## config.mk

```make
export PLATFORM = sky130hd
export DESIGN_NAME = apu_frame_sequencer_flat
export DESIGN_NICKNAME = d
export VERILOG_FILES = /design/src/rtl/apu_pkg.sv /design/src/rtl/apu_frame_sequencer_if.sv /design/src/rtl/apu_frame_step_decode.sv /design/src/rtl/apu_frame_sequencer.sv /design/src/flat_wrapper.sv
export SDC_FILE = /design/constraint.sdc
export NUM_CORES = 1
export LEC_CHECK = 0
export CAP_MARGIN = 5
export CORE_AREA = 5 5 55 67
export CTS_CLUSTER_DIAMETER = 30
export CTS_CLUSTER_SIZE = 40
export DETAILED_ROUTE_END_ITERATION = 6
export DIE_AREA = 0 0 60 72
export HOLD_SLACK_MARGIN = 0.05
export SETUP_SLACK_MARGIN = 0.1
export SLEW_MARGIN = 15
export SYNTH_ARGS = -nofsm -noshare
export SYNTH_HDL_FRONTEND = slang
export SYNTH_SLANG_ARGS = --single-unit
```

## constraint.sdc

```tcl
create_clock -name iClk -period 2.6 [get_ports iClk]
set_clock_uncertainty 0.1 [all_clocks]
set_input_delay 0.52 -clock iClk [delete_from_list [all_inputs] [get_ports iClk]]
set_output_delay 0.52 -clock iClk [all_outputs]
set_load 0.02 [all_outputs]
```

## src/rtl/apu_pkg.sv

```systemverilog
`default_nettype none
// ============================================================================
// Module      : apu_pkg
// Description : Shared constants and types for the APU frame sequencer.
// Revision    : 1.0
// ============================================================================
package apu_pkg;

    localparam int CNT_WIDTH   = 15;
    localparam int STEP1       = 3728;
    localparam int STEP2       = 7456;
    localparam int STEP3       = 11185;
    localparam int STEP4       = 14914;
    localparam int STEP5       = 18640;

    // $4017 bit positions; the port only carries bits [7:6].
    localparam int MODE_BIT    = 7;
    localparam int INHIBIT_BIT = 6;
    localparam int DATA_LSB    = 6;
    localparam int MODE_IDX    = MODE_BIT - DATA_LSB;
    localparam int INHIBIT_IDX = INHIBIT_BIT - DATA_LSB;

    typedef enum logic {
        RUN4 = 1'b0,
        RUN5 = 1'b1
    } mode_e;

endpackage
`default_nettype wire

```

## src/rtl/apu_frame_sequencer_if.sv

```systemverilog
`default_nettype none
// ============================================================================
// Module      : apu_frame_sequencer_if
// Description : CPU/APU-side signal bundle of the frame sequencer.
// Revision    : 1.0
// ============================================================================
interface apu_frame_sequencer_if;

    logic       iApuCe;
    logic       iWrite;
    logic [1:0] iData;
    logic       iIrqAck;
    logic       oQuarter;
    logic       oHalf;
    logic       oIrq;
    logic       oMode;

    modport master (
        output iApuCe, iWrite, iData, iIrqAck,
        input  oQuarter, oHalf, oIrq, oMode
    );

    modport slave (
        input  iApuCe, iWrite, iData, iIrqAck,
        output oQuarter, oHalf, oIrq, oMode
    );

endinterface
`default_nettype wire

```

## src/rtl/apu_frame_step_decode.sv

```systemverilog
`default_nettype none
// ============================================================================
// Module      : apu_frame_step_decode
// Description : Combinational step-table decode of the frame counter.
// Revision    : 1.0
// ============================================================================
module apu_frame_step_decode #(
    parameter int CNT_WIDTH = apu_pkg::CNT_WIDTH,
    parameter int STEP1     = apu_pkg::STEP1,
    parameter int STEP2     = apu_pkg::STEP2,
    parameter int STEP3     = apu_pkg::STEP3,
    parameter int STEP4     = apu_pkg::STEP4,
    parameter int STEP5     = apu_pkg::STEP5
) (
    input  logic [CNT_WIDTH-1:0] cnt_i,
    input  apu_pkg::mode_e       mode_i,
    output logic                 quarter_o,
    output logic                 half_o,
    output logic                 irq_set_o,
    output logic                 wrap_o
);

    always_comb begin
        quarter_o = 1'b0;
        half_o    = 1'b0;
        irq_set_o = 1'b0;
        wrap_o    = 1'b0;
        if (cnt_i == CNT_WIDTH'(STEP1) || cnt_i == CNT_WIDTH'(STEP3)) begin
            quarter_o = 1'b1;
        end
        if (cnt_i == CNT_WIDTH'(STEP2)) begin
            quarter_o = 1'b1;
            half_o    = 1'b1;
        end
        // STEP4 is silent in 5-step mode; only the 4-step sequence ends there.
        if (cnt_i == CNT_WIDTH'(STEP4) && mode_i == apu_pkg::RUN4) begin
            quarter_o = 1'b1;
            half_o    = 1'b1;
            irq_set_o = 1'b1;
            wrap_o    = 1'b1;
        end
        if (cnt_i == CNT_WIDTH'(STEP5) && mode_i == apu_pkg::RUN5) begin
            quarter_o = 1'b1;
            half_o    = 1'b1;
            wrap_o    = 1'b1;
        end
    end

endmodule
`default_nettype wire

```

## src/rtl/apu_frame_sequencer.sv

```systemverilog
`default_nettype none
// ============================================================================
// Module      : apu_frame_sequencer
// Description : NES APU frame counter: quarter/half-frame strobes and IRQ.
// Revision    : 1.0
// ============================================================================
module apu_frame_sequencer #(
    parameter int CNT_WIDTH = apu_pkg::CNT_WIDTH,
    parameter int STEP1     = apu_pkg::STEP1,
    parameter int STEP2     = apu_pkg::STEP2,
    parameter int STEP3     = apu_pkg::STEP3,
    parameter int STEP4     = apu_pkg::STEP4,
    parameter int STEP5     = apu_pkg::STEP5
) (
    input  logic                        iClk,
    input  logic                        iReset,
    apu_frame_sequencer_if.slave        bus
);

    import apu_pkg::mode_e;
    import apu_pkg::RUN4;
    import apu_pkg::RUN5;
    import apu_pkg::MODE_IDX;
    import apu_pkg::INHIBIT_IDX;

    logic [CNT_WIDTH-1:0] cnt_q;
    mode_e                mode_q;
    logic                 inhibit_q;
    logic                 irq_q;
    logic                 pend_q;
    logic                 pend5_q;
    logic                 quarter_q;
    logic                 half_q;

    mode_e                mode_d;
    logic                 inhibit_d;
    logic                 restart_d;
    logic                 irq_set_d;
    logic                 irq_clr_wr_d;
    logic                 dec_quarter;
    logic                 dec_half;
    logic                 dec_irq_set;
    logic                 dec_wrap;

    // A write takes effect on its own edge, so decode and wrap see the new mode.
    assign mode_d       = bus.iWrite ? mode_e'(bus.iData[MODE_IDX]) : mode_q;
    assign inhibit_d    = bus.iWrite ? bus.iData[INHIBIT_IDX] : inhibit_q;
    assign restart_d    = bus.iApuCe && pend_q && !bus.iWrite;
    assign irq_clr_wr_d = bus.iWrite && bus.iData[INHIBIT_IDX];
    assign irq_set_d    = bus.iApuCe && !restart_d && dec_irq_set && !inhibit_d;

    apu_frame_step_decode #(
        .CNT_WIDTH (CNT_WIDTH),
        .STEP1     (STEP1),
        .STEP2     (STEP2),
        .STEP3     (STEP3),
        .STEP4     (STEP4),
        .STEP5     (STEP5)
    ) u_decode (
        .cnt_i     (cnt_q),
        .mode_i    (mode_d),
        .quarter_o (dec_quarter),
        .half_o    (dec_half),
        .irq_set_o (dec_irq_set),
        .wrap_o    (dec_wrap)
    );

    always_ff @(posedge iClk) begin
        if (iReset) begin
            cnt_q     <= '0;
            mode_q    <= RUN4;
            inhibit_q <= 1'b0;
            irq_q     <= 1'b0;
            pend_q    <= 1'b0;
            pend5_q   <= 1'b0;
            quarter_q <= 1'b0;
            half_q    <= 1'b0;
        end else begin
            quarter_q <= 1'b0;
            half_q    <= 1'b0;
            mode_q    <= mode_d;
            inhibit_q <= inhibit_d;
            if (bus.iWrite) begin
                pend_q  <= 1'b1;
                pend5_q <= bus.iData[MODE_IDX];
            end
            if (bus.iApuCe) begin
                if (restart_d) begin
                    cnt_q     <= '0;
                    pend_q    <= 1'b0;
                    quarter_q <= pend5_q;
                    half_q    <= pend5_q;
                end else begin
                    quarter_q <= dec_quarter;
                    half_q    <= dec_half;
                    cnt_q     <= dec_wrap ? '0 : cnt_q + 1'b1;
                end
            end
            // Inhibit-write clear beats a set, which beats an acknowledge.
            if (irq_clr_wr_d) begin
                irq_q <= 1'b0;
            end else if (irq_set_d) begin
                irq_q <= 1'b1;
            end else if (bus.iIrqAck) begin
                irq_q <= 1'b0;
            end
        end
    end

    assign bus.oQuarter = quarter_q;
    assign bus.oHalf    = half_q;
    assign bus.oIrq     = irq_q;
    assign bus.oMode    = (mode_q == RUN5);

endmodule
`default_nettype wire

```

## src/flat_wrapper.sv

```systemverilog
// flat-port wrapper written by rule: the top's interface ports become plain ports
module apu_frame_sequencer_flat import apu_pkg::mode_e; import apu_pkg::RUN4; import apu_pkg::RUN5; import apu_pkg::MODE_IDX; import apu_pkg::INHIBIT_IDX;
#(
    parameter int CNT_WIDTH = apu_pkg::CNT_WIDTH,
    parameter int STEP1     = apu_pkg::STEP1,
    parameter int STEP2     = apu_pkg::STEP2,
    parameter int STEP3     = apu_pkg::STEP3,
    parameter int STEP4     = apu_pkg::STEP4,
    parameter int STEP5     = apu_pkg::STEP5
)
  (iClk, iReset, bus_iApuCe, bus_iWrite, bus_iData, bus_iIrqAck, bus_oQuarter, bus_oHalf, bus_oIrq, bus_oMode);
  apu_frame_sequencer_if bus_i ();
  input  logic iClk;
  input  logic iReset;
  input wire logic [$bits(bus_i.iApuCe)-1:0] bus_iApuCe;
  input wire logic [$bits(bus_i.iWrite)-1:0] bus_iWrite;
  input wire logic [$bits(bus_i.iData)-1:0] bus_iData;
  input wire logic [$bits(bus_i.iIrqAck)-1:0] bus_iIrqAck;
  output wire logic [$bits(bus_i.oQuarter)-1:0] bus_oQuarter;
  output wire logic [$bits(bus_i.oHalf)-1:0] bus_oHalf;
  output wire logic [$bits(bus_i.oIrq)-1:0] bus_oIrq;
  output wire logic [$bits(bus_i.oMode)-1:0] bus_oMode;
  assign bus_i.iApuCe = bus_iApuCe;
  assign bus_i.iWrite = bus_iWrite;
  assign bus_i.iData = bus_iData;
  assign bus_i.iIrqAck = bus_iIrqAck;
  assign bus_oQuarter = bus_i.oQuarter;
  assign bus_oHalf = bus_i.oHalf;
  assign bus_oIrq = bus_i.oIrq;
  assign bus_oMode = bus_i.oMode;
  apu_frame_sequencer #(.CNT_WIDTH(CNT_WIDTH), .STEP1(STEP1), .STEP2(STEP2), .STEP3(STEP3), .STEP4(STEP4), .STEP5(STEP5)) u_core (.iClk(iClk), .iReset(iReset), .bus(bus_i));
endmodule
```

==> results.txt <==
The maximum clock frequency is 450 MHz. The pin slew with the least headroom to its limit is 0.645 ns. The worst max-slew margin expressed relative to the limit came out at 0.566. The final cell area excluding filler cells came out at 1490 um^2. The library cell used most frequently in the layout, excluding fill and tap cells, is dfxtp_1. The required time of the critical path is 2.73 ns. The first global-routing pass estimated 5.64 mm of wire. Dividing total power by cell area gives a power density of 393 nW/um^2. The net count of the mapped netlist came out at 161. The count of synthesis-stage warnings from yosys is 0. The data arrival time of the critical path is 2.35 ns.

The path class of the tightest hold or removal check is flop to flop. In this run, the number of DRC markers left after iteration 0 of detailed routing was 51. From left edge to right edge, the die measures 60 um. The share of total power dissipated in the clock network is 0.267. The peak supply drop is 0.272 mV. STA classifies the critical path startpoint as an input pin. The number of clock buffers added by TritonCTS is 3.

In the final layout, the share of cells above drive strength 1 is 0.128. The final layout net count is 177. In the layout the commonest cells are 22 x dfxtp_1, 16 x nor2_1, 11 x nand2_1, 10 x clkdlybuf4s50_1. The flow ran to the end, and the final reports show no timing, DRC or antenna violations.

Cell internal power was estimated by the tool at 0.000433 W. The clock transition at the registers of the reported paths is 0.12 ns. The starting density of the core is 0.437. The sequential area share after synthesis came out at 0.339. The total I/O pin count is 11. The number of vias per cell after detailed routing is 5.98. The global route total overflow is 0. The switching fraction of total power came out at 0.260. The number of global-route vias before repair came out at 1203. The count of buffers from port buffering came out at 10. The number of maximum-capacitance violations came out at 0.

The number of synthesized flops with an enable pin came out at 0. The die covers 4320 um^2. The CTS tree is built.

The instance area after placement came out at 1460 um^2. The met3 wire length is 158 um. Wires add up to 3.32 mm. The power consumption came out at 0.000584 W.

The cell count after synthesis came out at 150. The sum of routed wire segments on met1 came out at 1.44 mm. The maximum count of clock buffers along a single path came out at 2. The clock latency of the later-clocked register in the worst-skew pair is 0.31 ns. The number of distinct standard cells referenced by the synthesized netlist is 49. After synthesis the cells add up to 1300 um^2. Dividing the final minimum period by the clock period gives 0.854.

The share of flip-flops with an asynchronous set or reset came out at 0. The area growth from synthesis to layout is 14.5%. The detail-routed net length per standard cell came out at 16.6 um. Wire segments on met2 add up to 1.69 mm in the final route.

The number of antenna violations at the first check in global routing is 0. The number of hold buffers added after CTS was 0. The combinational cell fraction of total power is 0.134. STA classifies the critical path endpoint as a flop.

The number of register bits inferred by synthesis came out at 22. The first-pass detailed-route iteration total is 4. The root buffer cell is clkbuf_4. The reported net switching power came out at 0.000152 W. In this run the number of H-tree levels came out at 1.

Once the clock tree was built, the setup fixing pass inserted 0 buffers. The mean cell area of the mapped netlist is 8.66 um^2. The final number of max-transition violations is 0. The final-report setup violation count is 0. At the end of routability-driven placement, the weighted congestion stood at 0.947.

The detailed-placement wirelength estimate came out at 2.60 mm. The worst register-to-register path has a setup slack of 0.49 ns. The final total negative setup slack is 0 ns. The all-layer global routing usage is 0.167. The number of placement rows is 22. The routed design could run at a clock period as short as 2.22 ns. The post-CTS resize count is 0. The final antenna diode count is 0. The detailed-route DRC error count is 0. The fraction of power consumed by sequential logic is 0.599. The count of clock tree sinks is 22. Setup repair after global routing left no endpoint under its margin. The critical setup path kind is input pin to flop. The number of vias in the routed layout came out at 1196. For this run, the leading register cell type out of synthesis is dfxtp_1. The critical-path maximum fanout is 6. The number of routed nets with antenna violations came out at 0. The highest layer touched by signal routing is met4. The final count of hold timing violations is 0. The floorplan step set the die height to 72 um.

Entering global routing, the biggest net connects 14 pins. The area of the core came out at 2970 um^2. The leakage dissipation came out at 0.490 nW.
-- power by group through the flow --
stage               Clock (W)  Combinational, W  Sequential (W)
global route         0.000172         0.0000851        0.000352
finish               0.000156         0.0000780        0.000350
detailed placement          0         0.0000772        0.000358
CTS                  0.000160         0.0000777        0.000350
floorplan                   0         0.0000425        0.000358
global placement            0         0.0000760        0.000358
-- path summary, 6_finish.rpt --
kind / from / endpoint / depth (start not counted)
max: bus_iWrite / u_core.cnt_q[7] / 6
min: u_core.inhibit_q / u_core.inhibit_q / 2
max reg2reg: u_core.cnt_q[0] / u_core.cnt_q[10] / 7
min reg2reg: u_core.inhibit_q / u_core.inhibit_q / 2
-- cells in the mapped netlist, types with 2 or more instances --
cell      number  share of area
and3_1         2         0.0096
ha_1           4          0.039
nand2_1       11          0.032
o21ai_2        2          0.013
or4_1          2          0.012
nand3_1        6          0.023
buf_2          2         0.0077
o22ai_1        2         0.0096
nor2b_1        3          0.014
nor4_1         2         0.0096
xor2_1         3          0.020
nand4_1        6          0.029
nand4b_1       3          0.020
inv_1          7          0.020
nand2b_1       3          0.014
a211oi_1       5          0.029
nor2_1        16          0.046
a21oi_1        4          0.015
dfxtp_1       22           0.34
a31oi_1        3          0.014
xnor2_1        2          0.013
o21ai_0        5          0.019
clkbuf_1       2         0.0058
nor4_2         2          0.019
or3_1          2         0.0096
mux2i_1        3          0.023
a32o_1         3          0.023
nor3b_1        2          0.012
-- kinds of logic after synthesis --
group	after synthesis	share of synthesized area
and+or+nand+nor	71	0.339
AOI/OAI and AO/OA	31	0.172
DFF	22	0.339
buffers and inverters	13	0.0453
muxes	4	0.0318
xor gates and xnor gates	5	0.0337
adders and majority gates	4	0.0385
-- final cells by class --
type	instances	area [um^2]
clock buffer	3	22.5
tap	36	45.0
multi-input combinational	115	800
timing repair buffer	17	153
inverter	7	26.3
sequential	22	440
fill	298	1490
-- layer usage --
metal,global-route usage,up-vias
met5,0,-
met4,0.0542,0
met3,0.0178,4
met2,0.279,30
met1,0.220,574
li1,-,588
-- sequential cells by signal (all words and copies together), names as in the netlist --
name,count
u_core.pend5_q,1
u_core.cnt_q,15
u_core.pend_q,1
u_core.bus.oIrq,1
u_core.bus.oQuarter,1
u_core.bus.oMode,1
u_core.bus.oHalf,1
u_core.inhibit_q,1
-- critical path, stage by stage --
cell             delay, ns
clkdlybuf4s50_1       0.53
mux2i_1               0.38
nor4_1                0.13
o21ai_2               0.27
nand2_1               0.23
a211oi_1              0.28
-- per-stage QoR --
stage | setup WS, ns | hold slack, ns | utilization | std cells
detailed placement | 0.0848 | 0.382 | 0.492 | 197
finish | 0.379 | 0.407 | 0.500 | 200
floorplan | 0.560 | 0.356 | - | 150
global placement | 0.132 | 0.374 | 0.492 | 197
CTS | 0.401 | 0.412 | 0.500 | 200
global route | 0.244 | 0.438 | 0.500 | 200
No activity file was read; power rests on OpenSTA's default activity.
